## src/rtl/div_low.sv

```systemverilog
// Sequential restoring shift-subtract divider (N-bit dividend, M-bit divisor).
// Optional div_err port enabled by defining DIV_ZERO_ERR_EN.
//
// Ports:
//   clk        in   clock, rising edge
//   rstn       in   asynchronous active-low reset
//   data_rdy   in   operand strobe, sampled only while idle
//   dividend   in   N-bit unsigned dividend
//   divisor    in   M-bit unsigned divisor
//   busy       out  high while an operation is in flight (CALC or DONE)
//   res_rdy    out  one-cycle result-valid pulse
//   quotient   out  N-bit quotient, held until the next result
//   remainder  out  M-bit remainder, held until the next result
//   div_err    out  divide-by-zero flag, pulses with res_rdy
//                   (only when DIV_ZERO_ERR_EN is defined)
module div_low #(
    parameter int N = 8,
    parameter int M = 4
) (
    input  logic         clk,
    input  logic         rstn,
    input  logic         data_rdy,
    input  logic [N-1:0] dividend,
    input  logic [M-1:0] divisor,
    output logic         busy,
    output logic         res_rdy,
    output logic [N-1:0] quotient,
    output logic [M-1:0] remainder
`ifdef DIV_ZERO_ERR_EN
    ,
    output logic         div_err
`endif
);

    localparam int CW = (N > 1) ? $clog2(N) : 1;

    typedef enum logic [1:0] {
        IDLE = 2'd0,
        CALC = 2'd1,
        DONE = 2'd2
    } state_t;

    state_t state;
    state_t state_nxt;

    logic [N-1:0]  q_r;
    logic [M-1:0]  d_r;
    // Partial remainder. Between iterations it is always < divisor, so
    // its top bit is always zero and only M bits are stored; the borrow
    // lives in bit M of the M+1-bit trial difference below.
    logic [M-1:0]  r_r;
    logic [CW-1:0] cnt;
    logic          z_r;

    logic [M:0]    shifted;
    logic [M:0]    trial;
    logic [M-1:0]  r_nxt;
    logic [N-1:0]  q_nxt;
    logic          last;
    logic          accept;

    assign accept = (state == IDLE) && data_rdy;
    assign last   = (cnt == CW'(N - 1));
    assign busy   = (state != IDLE);

    // One restoring iteration: shift in the next dividend bit and try
    // to subtract the divisor. A set borrow bit means "restore".
    always_comb begin
        shifted = {r_r, q_r[N-1]};
        trial   = shifted - {1'b0, d_r};
        r_nxt   = shifted[M-1:0];
        q_nxt   = {q_r[N-2:0], 1'b0};
        if (!trial[M]) begin
            r_nxt = trial[M-1:0];
            q_nxt = {q_r[N-2:0], 1'b1};
        end
    end

    always_ff @(posedge clk or negedge rstn) begin
        if (!rstn) begin
            state <= IDLE;
        end else begin
            state <= state_nxt;
        end
    end

    always_comb begin
        state_nxt = state;
        case (state)
            IDLE:    if (data_rdy) state_nxt = CALC;
            CALC:    if (last) state_nxt = DONE;
            DONE:    state_nxt = IDLE;
            default: state_nxt = IDLE;
        endcase
    end

    always_ff @(posedge clk or negedge rstn) begin
        if (!rstn) begin
            q_r <= '0;
            d_r <= '0;
            r_r <= '0;
            cnt <= '0;
            z_r <= 1'b0;
        end else if (accept) begin
            q_r <= dividend;
            d_r <= divisor;
            r_r <= '0;
            cnt <= '0;
            z_r <= (divisor == '0);
        end else if (state == CALC) begin
            q_r <= q_nxt;
            r_r <= r_nxt;
            cnt <= cnt + 1'b1;
        end
    end

    // Result registers only change on the final iteration, so they keep
    // the last result after res_rdy falls. A zero divisor overrides the
    // datapath with the all-ones quotient and zero remainder.
    always_ff @(posedge clk or negedge rstn) begin
        if (!rstn) begin
            res_rdy   <= 1'b0;
            quotient  <= '0;
            remainder <= '0;
        end else begin
            res_rdy <= 1'b0;
            if (state == CALC && last) begin
                res_rdy   <= 1'b1;
                quotient  <= z_r ? '1 : q_nxt;
                remainder <= z_r ? '0 : r_nxt;
            end
        end
    end

`ifdef DIV_ZERO_ERR_EN
    always_ff @(posedge clk or negedge rstn) begin
        if (!rstn) begin
            div_err <= 1'b0;
        end else begin
            div_err <= (state == CALC) && last && z_r;
        end
    end
`endif

endmodule

```

## config.mk

```make
export PLATFORM = sky130hd
export DESIGN_NAME = div_low
export DESIGN_NICKNAME = d
export VERILOG_FILES = /design/src/rtl/div_low.sv
export SDC_FILE = /design/constraint.sdc
export NUM_CORES = 1
export LEC_CHECK = 0
export ABC_AREA = 1
export BUFFER_PORTS_ARGS = -buffer_cell sky130_fd_sc_hd__buf_2
export CAP_MARGIN = 15
export CORE_UTILIZATION = 39
export CTS_CLUSTER_SIZE = 10
export DETAILED_ROUTE_END_ITERATION = 12
export HOLD_SLACK_MARGIN = 0.08
export SLEW_MARGIN = 20
export SYNTH_ARGS = -nofsm -noshare
export SYNTH_HDL_FRONTEND = slang
export SYNTH_SLANG_ARGS = --single-unit
export TNS_END_PERCENT = 50
```

## constraint.sdc

```tcl
create_clock -name clk -period 1.82 [get_ports clk]
set_input_delay 0.364 -clock clk [delete_from_list [all_inputs] [get_ports clk]]
set_output_delay 0.364 -clock clk [all_outputs]
set_load 0.03 [all_outputs]
```

==> results by group, run 1 <==
Status
  • Status: complete, no violations

Clocking
  • Num CTS Buffers: 5
  • CTS clk-pin slew, worst paths: 80 ps
  • TritonCTS clock tree: built
  • Clk_lat worst skew: 300 ps
  • H-tree levels: 2
  • Clk buf depth: 2
  • Post-CTS Setup Bufs: 0
  • Clock sinks: 35
  • CTS root buf: clkbuf_8

STA
  • Final hold vios: 0
  • Minimum clock period: 1740 ps
  • Final Cycle Share: 95.59%
  • Setup_tns: 0 ps
  • Hold Worst Slack: 98.85 ps
  • RSZ-0062 raised after global routing: false
  • Fmax: 0.5748 GHz
  • Setup Skew: 8.562 ps
  • Worst Tran Pin Value: 457.1 ps
  • Setup-failing EPs final: 0
  • Normalized max-slew margin: 69.53%
  • Slew Viols, Final: 0

Finish
  • Layout cell share with drive strength beyond 1: 30.77%
  • Area Overhead vs Synth: 24.21%
  • Net count, final: 229
  • Diode count: 0
  • Design area: 2073 µm²

GRT
  • Largest net degree at the start of global routing: 36
  • Grt total ovfl: 0
  • Initial antenna violation count: 0
  • GRT Overall Usage: 18.47%
  • Vias in the first global route: 1270
  • First-pass GRT wire length: 5996 µm

Drt
  • 1st-iter DRT viols: 95
  • DRC viols: 0
  • Routed WL per cell: 13.78 µm
  • DRT Wirelength: 3555 µm
  • Final ANT Viol Nets: 0
  • DR pass1 iterations: 4
  • Routed vias/inst: 4.992
  • Via Count: 1288

Yosys
  • Synth Instances: 169
  • Netlist cell types: 28
  • Share of flip-flops with an asynchronous set or reset: 100.0%
  • Post-synth EDFFs: 0
  • Area contributors post-synth: dfrtp_1 52%, nand2_1 9.4%, inv_1 5.4%
  • Syn_area_per_cell: 9.876 µm²
  • Synth top area share: 52.47%
  • Top cells by instance count after synthesis: 42 x nand2_1, 35 x dfrtp_1, 24 x inv_1, 10 x nand3_1
  • Most area-hungry cell type in the Yosys netlist: dfrtp_1
  • Yosys warnings: 0
  • Most frequent cell after synthesis: nand2_1
  • Synth Net Count: 191
  • Synth Flop Type: dfrtp_1
  • Mapped Area: 1669 µm²
  • #FFs+latches synth: 35
  • Sequential-to-total area share from yosys stat: 52.47%

Die
  • Initial core utilization: 41.13%
  • Area of the core: 4058 µm²
  • Full die area: 4545 µm²
  • # IOs: 29
  • Row count: 23
  • Die W: 67.42 µm
  • Die H: 67.42 µm

Critical path
  • CP startpoint kind: flip-flop
  • Critical path class: flip-flop to flip-flop
  • CP Max Fanout: 4
  • FF-to-FF path depth: 10
  • CP required: 2060 ps
  • WP data arrival: 1980 ps
  • Setup crit end kind: flip-flop

Pwr
  • Leak: 1.047 nW
  • Power Total: 4.726 mW
  • VDD IR-drop max: 1.062 mV
  • Pwr dens: 2280 nW/µm²

Placement
  • Port Buffer Count: 28
  • RePlAce Congestion: 0.7615
  • DP Area: 1886 µm²
  • HPWL Detailed: 2509 µm

Hold path
  • Hold WC Path Type: input pin to asynchronous set/reset pin

Run
  • Max Cap Viol: 0
## area by class of cell
type                       count  area [µm²]
fill                         371        1984
sequential                    35       875.8
multi-input combinational    104       708.2
timing repair buffer          34       188.9
inverter                      27       101.3
clock buffer                   5       68.82
clock inverter                 3       67.56
tap                           50       62.56
## worst max-delay path, cell delays in order, from the launching register on
cell      delay (ps)
dfrtp_1          370
inv_2             80
ha_4             130
inv_2             40
fa_2             410
nand3_2          110
nand3_4           90
buf_6            140
nand3b_1         140
nand3_2           90
nand2_2           70
## kinds of logic (layout without fill, tap and decap cells)
group	count (synthesis)	after routing	synth area share, %
AND/OR/NAND/NOR	69	69	21.52
flip-flops	35	35	52.47
buffers and inverters	30	69	7.946
AO/OA/AOI/OAI	27	27	11.84
adder cells (fa/ha/maj)	7	7	5.697
XOR/XNOR	1	1	0.5248
## routing by layer
metal  vias up  global-route usage [%]  part of all wire [%]
met3         5                   6.081                   4.5
li1        631                       -                     -
met4         0                   6.383                   1.4
met1       617                   23.30                    48
met5         -                       0                     0
met2        35                   29.50                    46
## power by group
| group | leakage [nW] | internal, mW | switching [mW] |
|---|---|---|---|
| sequential | 0.424 | 1.16 | 0.217 |
| combinational | 0.559 | 0.925 | 1.57 |
| clock | 0.0644 | 0.546 | 0.304 |
## through the flow
| step | utilization, % | cells | worst slack (ps) |
|---|---|---|---|
| final | 51.09 | 258 | 80.30 |
| after global routing | 51.09 | 258 | 4.517 |
| after CTS | 49.83 | 258 | 35.03 |
| after detailed placement | 46.47 | 250 | 50.35 |
| after global placement | 46.47 | 250 | 98.80 |
| after floorplan | - | 169 | 132.4 |
## state kept, by name (all words and copies together) (netlist names)
register   flops
r_r            4
res_rdy        1
remainder      4
z_r            1
cnt            3
state          2
quotient       8
d_r            4
q_r            8
## worst paths after layout
check / endpoint / slack [ps] / startpoint
min in group clk: q_r[4]$_DFFE_PN0P_ / 280 / dividend[4]
min: quotient[7]$_DFFE_PN0P_ / 100 / rstn
min reg2reg: remainder[3]$_DFFE_PN0P_ / 480 / remainder[3]$_DFFE_PN0P_
max reg2reg: r_r[2]$_DFFE_PN0P_ / 80 / q_r[7]$_DFFE_PN0P_
max in group asynchronous: quotient[0]$_DFFE_PN0P_ / 1390 / rstn
max: r_r[2]$_DFFE_PN0P_ / 80 / q_r[7]$_DFFE_PN0P_
## repair_timing
item	CTS	global route
hold buffers	0	0
gates resized for setup	0	13
setup endpoints to repair	0	10
## cell usage in the layout (no fill, tap or decap), types with 6 or more instances in the layout
cell	instances
nand3_1	7
dfrtp_1	35
o221ai_1	6
buf_2	28
inv_1	22
a2bb2oi_1	6
nand2_1	40
o21ai_0	6
nand3_2	7
Power figures use the tool's default switching activity.
==> run 2: changes to the inputs <==
==> constraint.sdc (replaced) <==
create_clock -name clk -period 1.63 [get_ports clk]
set_input_delay 0.326 -clock clk [delete_from_list [all_inputs] [get_ports clk]]
set_output_delay 0.326 -clock clk [all_outputs]
set_load 0.03 [all_outputs]
==> run 2 against run 1 <==
Against the previous run: the run now ends with setup timing left; sequential cell count is the same; register-to-register slack lost 110 ps; highest routed layer unchanged; critical endpoint is now r_r[3]$_DFFE_PN0P_; die area is the same; setup slack lost 110 ps; non-clock buffer count grew 3; largest cell class unchanged; clock-buffer cell count grew 2; final cell count grew 1.2%; critical path depth is the same; global-route usage grew 0.40 points; cell area grew 1.4%.
==> results by group, run 2 (synthesis results as in run 1) <==
Critical path
  • Slowest stage delay, CP: 370 ps (was 410 ps)
  • Worst r2r src: q_r[7]$_DFFE_PN0P_ (unchanged)
  • Origin of the worst setup path: q_r[7]$_DFFE_PN0P_ (unchanged)
  • FF-to-FF path depth: 10 (unchanged)
  • Critical path class: flip-flop to flip-flop (unchanged)
  • Flop-to-flop setup slack: -30 ps (was 80 ps)
  • Worst Setup EP: r_r[3]$_DFFE_PN0P_ (was r_r[2]$_DFFE_PN0P_)
  • Critical path depth in cells: 10 (unchanged)
  • Critical-path top delay cell: dfrtp_1 (was fa_2)
  • CP startpoint kind: flip-flop (unchanged)
  • WP data arrival: 1830 ps (was 1980 ps)
  • CP Max Fanout: 5 (was 4)
  • CP required: 1800 ps (was 2060 ps)
  • Setup crit end kind: flip-flop (unchanged)
  • Crit-path cells: inv_2, ha_4, inv_2, fa_2, nand2_2, nand2_2, nand3_4, nand3b_1, nand3_1, nand2_1 (was inv_2, ha_4, inv_2, fa_2, nand3_2, nand3_4, buf_6, nand3b_1, nand3_2, nand2_2)
  • Worst Path Buf+Inv: 2 (was 3)
  • Family with the most delay on the worst path: simple AND/OR/NAND/NOR gates (was adder cells)
  • RR Endpoint: r_r[3]$_DFFE_PN0P_ (was r_r[2]$_DFFE_PN0P_)

Clocking
  • Clock sinks: 35 (unchanged)
  • CTS root buf: clkbuf_8 (unchanged)
  • TritonCTS clock tree: built (unchanged)
  • H-tree levels: 2 (unchanged)
  • Num CTS Buffers: 5 (unchanged)
  • Clk buf depth: 2 (unchanged)
  • Clk_lat worst skew: 280 ps (was 300 ps)
  • CTS clk-pin slew, worst paths: 70 ps (was 80 ps)

Placement
  • Placed Cells: 251 (was 250)
  • HPWL Detailed: 2668 µm (was 2509 µm)
  • Port Buffer Count: 28 (unchanged)
  • RePlAce Congestion: 0.8413 (was 0.7615)

Drt
  • Via Count: 1321 (was 1288)
  • Routed vias/inst: 5.061 (was 4.992)
  • DRC viols: 0 (unchanged)
  • 1st-iter DRT viols: 86 (was 95)
  • Final ANT Viol Nets: 0 (unchanged)
  • Routed WL per cell: 14.29 µm (was 13.78 µm)
  • DR pass1 iterations: 4 (unchanged)
  • DRT Wirelength: 3729 µm (was 3555 µm)

Finish
  • Diode count: 0 (unchanged)
  • Area Overhead vs Synth: 26.01% (was 24.21%)
  • Net count, final: 232 (was 229)
  • Most frequent cells in the layout: 36 x nand2_1, 35 x dfrtp_1, 28 x buf_2, 22 x inv_1, 8 x buf_4 (was 40 x nand2_1, 35 x dfrtp_1, 28 x buf_2, 22 x inv_1)
  • Layout cell share with drive strength beyond 1: 34.12% (was 30.77%)
  • Leading cell type in the layout, fill and taps excluded: nand2_1 (unchanged)
  • Non-Filler Instances: 261 (was 258)
  • Top Registers: q_r x8, quotient x8 (unchanged)

STA
  • Final hold vios: 0 (unchanged)
  • Setup-failing EPs final: 2 (was 0)
  • Worst setup margin: -32.83 ps (was 80.30 ps)
  • Worst Tran Pin Value: 438.4 ps (was 457.1 ps)
  • Final Cycle Share: 102.0% (was 95.59%)
  • Setup Skew: 8.504 ps (was 8.562 ps)
  • Setup_tns: -34.49 ps (was 0 ps)
  • Normalized max-slew margin: 70.77% (was 69.53%)
  • RSZ-0062 raised after global routing: true (was false)
  • Fmax: 0.6014 GHz (was 0.5748 GHz)
  • Minimum clock period: 1663 ps (was 1740 ps)
  • Slew Viols, Final: 0 (unchanged)

Die
  • Die H: 67.42 µm (unchanged)
  • # IOs: 29 (unchanged)
  • Die W: 67.42 µm (unchanged)
  • Area of the core: 4058 µm² (unchanged)
  • Row count: 23 (unchanged)
  • Initial core utilization: 41.13% (unchanged)
  • Full die area: 4545 µm² (unchanged)

Hold path
  • Hold WC Path Type: input pin to flip-flop (was input pin to asynchronous set/reset pin)

GRT
  • Initial antenna violation count: 0 (unchanged)
  • GRT Overall Usage: 18.88% (was 18.47%)
  • First-pass GRT wire length: 6182 µm (was 5996 µm)
  • Grt total ovfl: 0 (unchanged)
  • Largest net degree at the start of global routing: 36 (unchanged)
  • Vias in the first global route: 1344 (was 1270)

Status
  • Failing checks: setup timing
  • Status: complete, but fails checks (was complete, no violations)

Run
  • Max Cap Viol: 0 (unchanged)
[run 2: changes by cell type in the layout (fill, tap and decap cells not counted), moves of 2 or more]
cell and change:
buf_4 +3, bufinv_16 -2, clkbuf_1 +2, nand2_1 -4
nand2_4 +2
[run 2: per-layer routing]
layer / global-route usage [%] / vias to the layer above / share of wire [%] / wire length [µm]
li1: - / 642 / - / -
met1: 22.88 / 639 / 44 / 1626
met2: 31.13 / 34 / 50 / 1861
met3: 4.561 / 6 / 4.9 / 181
met4: 9.309 / 0 / 1.6 / 59
met5: 0 / - / 0 / 0
[run 2: how the worst min path moves through the flow]
| stage | from | end | slack (ps) | cells after the start |
|---|---|---|---|---|
| 3_3_place_gp | rstn | quotient[7]$_DFFE_PN0P_ | 380 | 2 |
| 3_5_place_dp | rstn | res_rdy$_DFF_PN0_ | 390 | 2 |
| 6_report | dividend[4] | q_r[4]$_DFFE_PN0P_ | 260 | 3 |
| 4_1_cts | dividend[4] | q_r[4]$_DFFE_PN0P_ | 250 | 3 |
| 5_1_grt | dividend[6] | q_r[6]$_DFFE_PN0P_ | 260 | 3 |
| 2_1_floorplan | rstn | cnt[0]$_DFFE_PN0P_ | 30 | 0 |
[run 2: what timing repair did]
item / 4_1_cts / 5_1_grt
setup buffers: 0 / 1
pin swaps: 14 / 11
endpoints found under the setup margin: 9 / 10
gates resized for setup: 20 / 3
endpoints found under the hold margin: 4 / 0
hold buffers: 1 / 0
[run 2: area by class of cell]
class | count | area (µm²)
multi-input cells | 104 | 772.0
repair buffers | 37 | 210.2
clock inverters | 1 | 5.005
inverters | 27 | 101.3
flip-flops and latches | 35 | 875.8
well taps | 50 | 62.56
clock buffers | 7 | 76.32
fillers | 371 | 1954
[run 2: metrics by stage]
stage | setup WS (ps) | util [%] | hold slack [ps] | area (µm²)
after floorplan | 35.00 | - | 30.41 | 1677
after global placement | -12.43 | 46.84 | 377.2 | 1901
after detailed placement | -83.97 | 46.84 | 390.2 | 1901
after CTS | -49.44 | 51.37 | 250.7 | 2085
after global routing | -115.2 | 51.83 | 261.3 | 2103
final | -32.83 | 51.83 | 261.4 | 2103
[run 2: worst reg2reg max path, cell delays in order (launching register included)]
cell and delay [ps]:
dfrtp_1 370, inv_2 70, ha_4 120, inv_2 40, fa_2 370, nand2_2 80
nand2_2 70, nand3_4 110, nand3b_1 150, nand3_1 130, nand2_1 50
Power of run 2 is left out: the tool's default activity adds up to more than one toggle a clock period on the data nets, which glitch-free logic cannot reach.
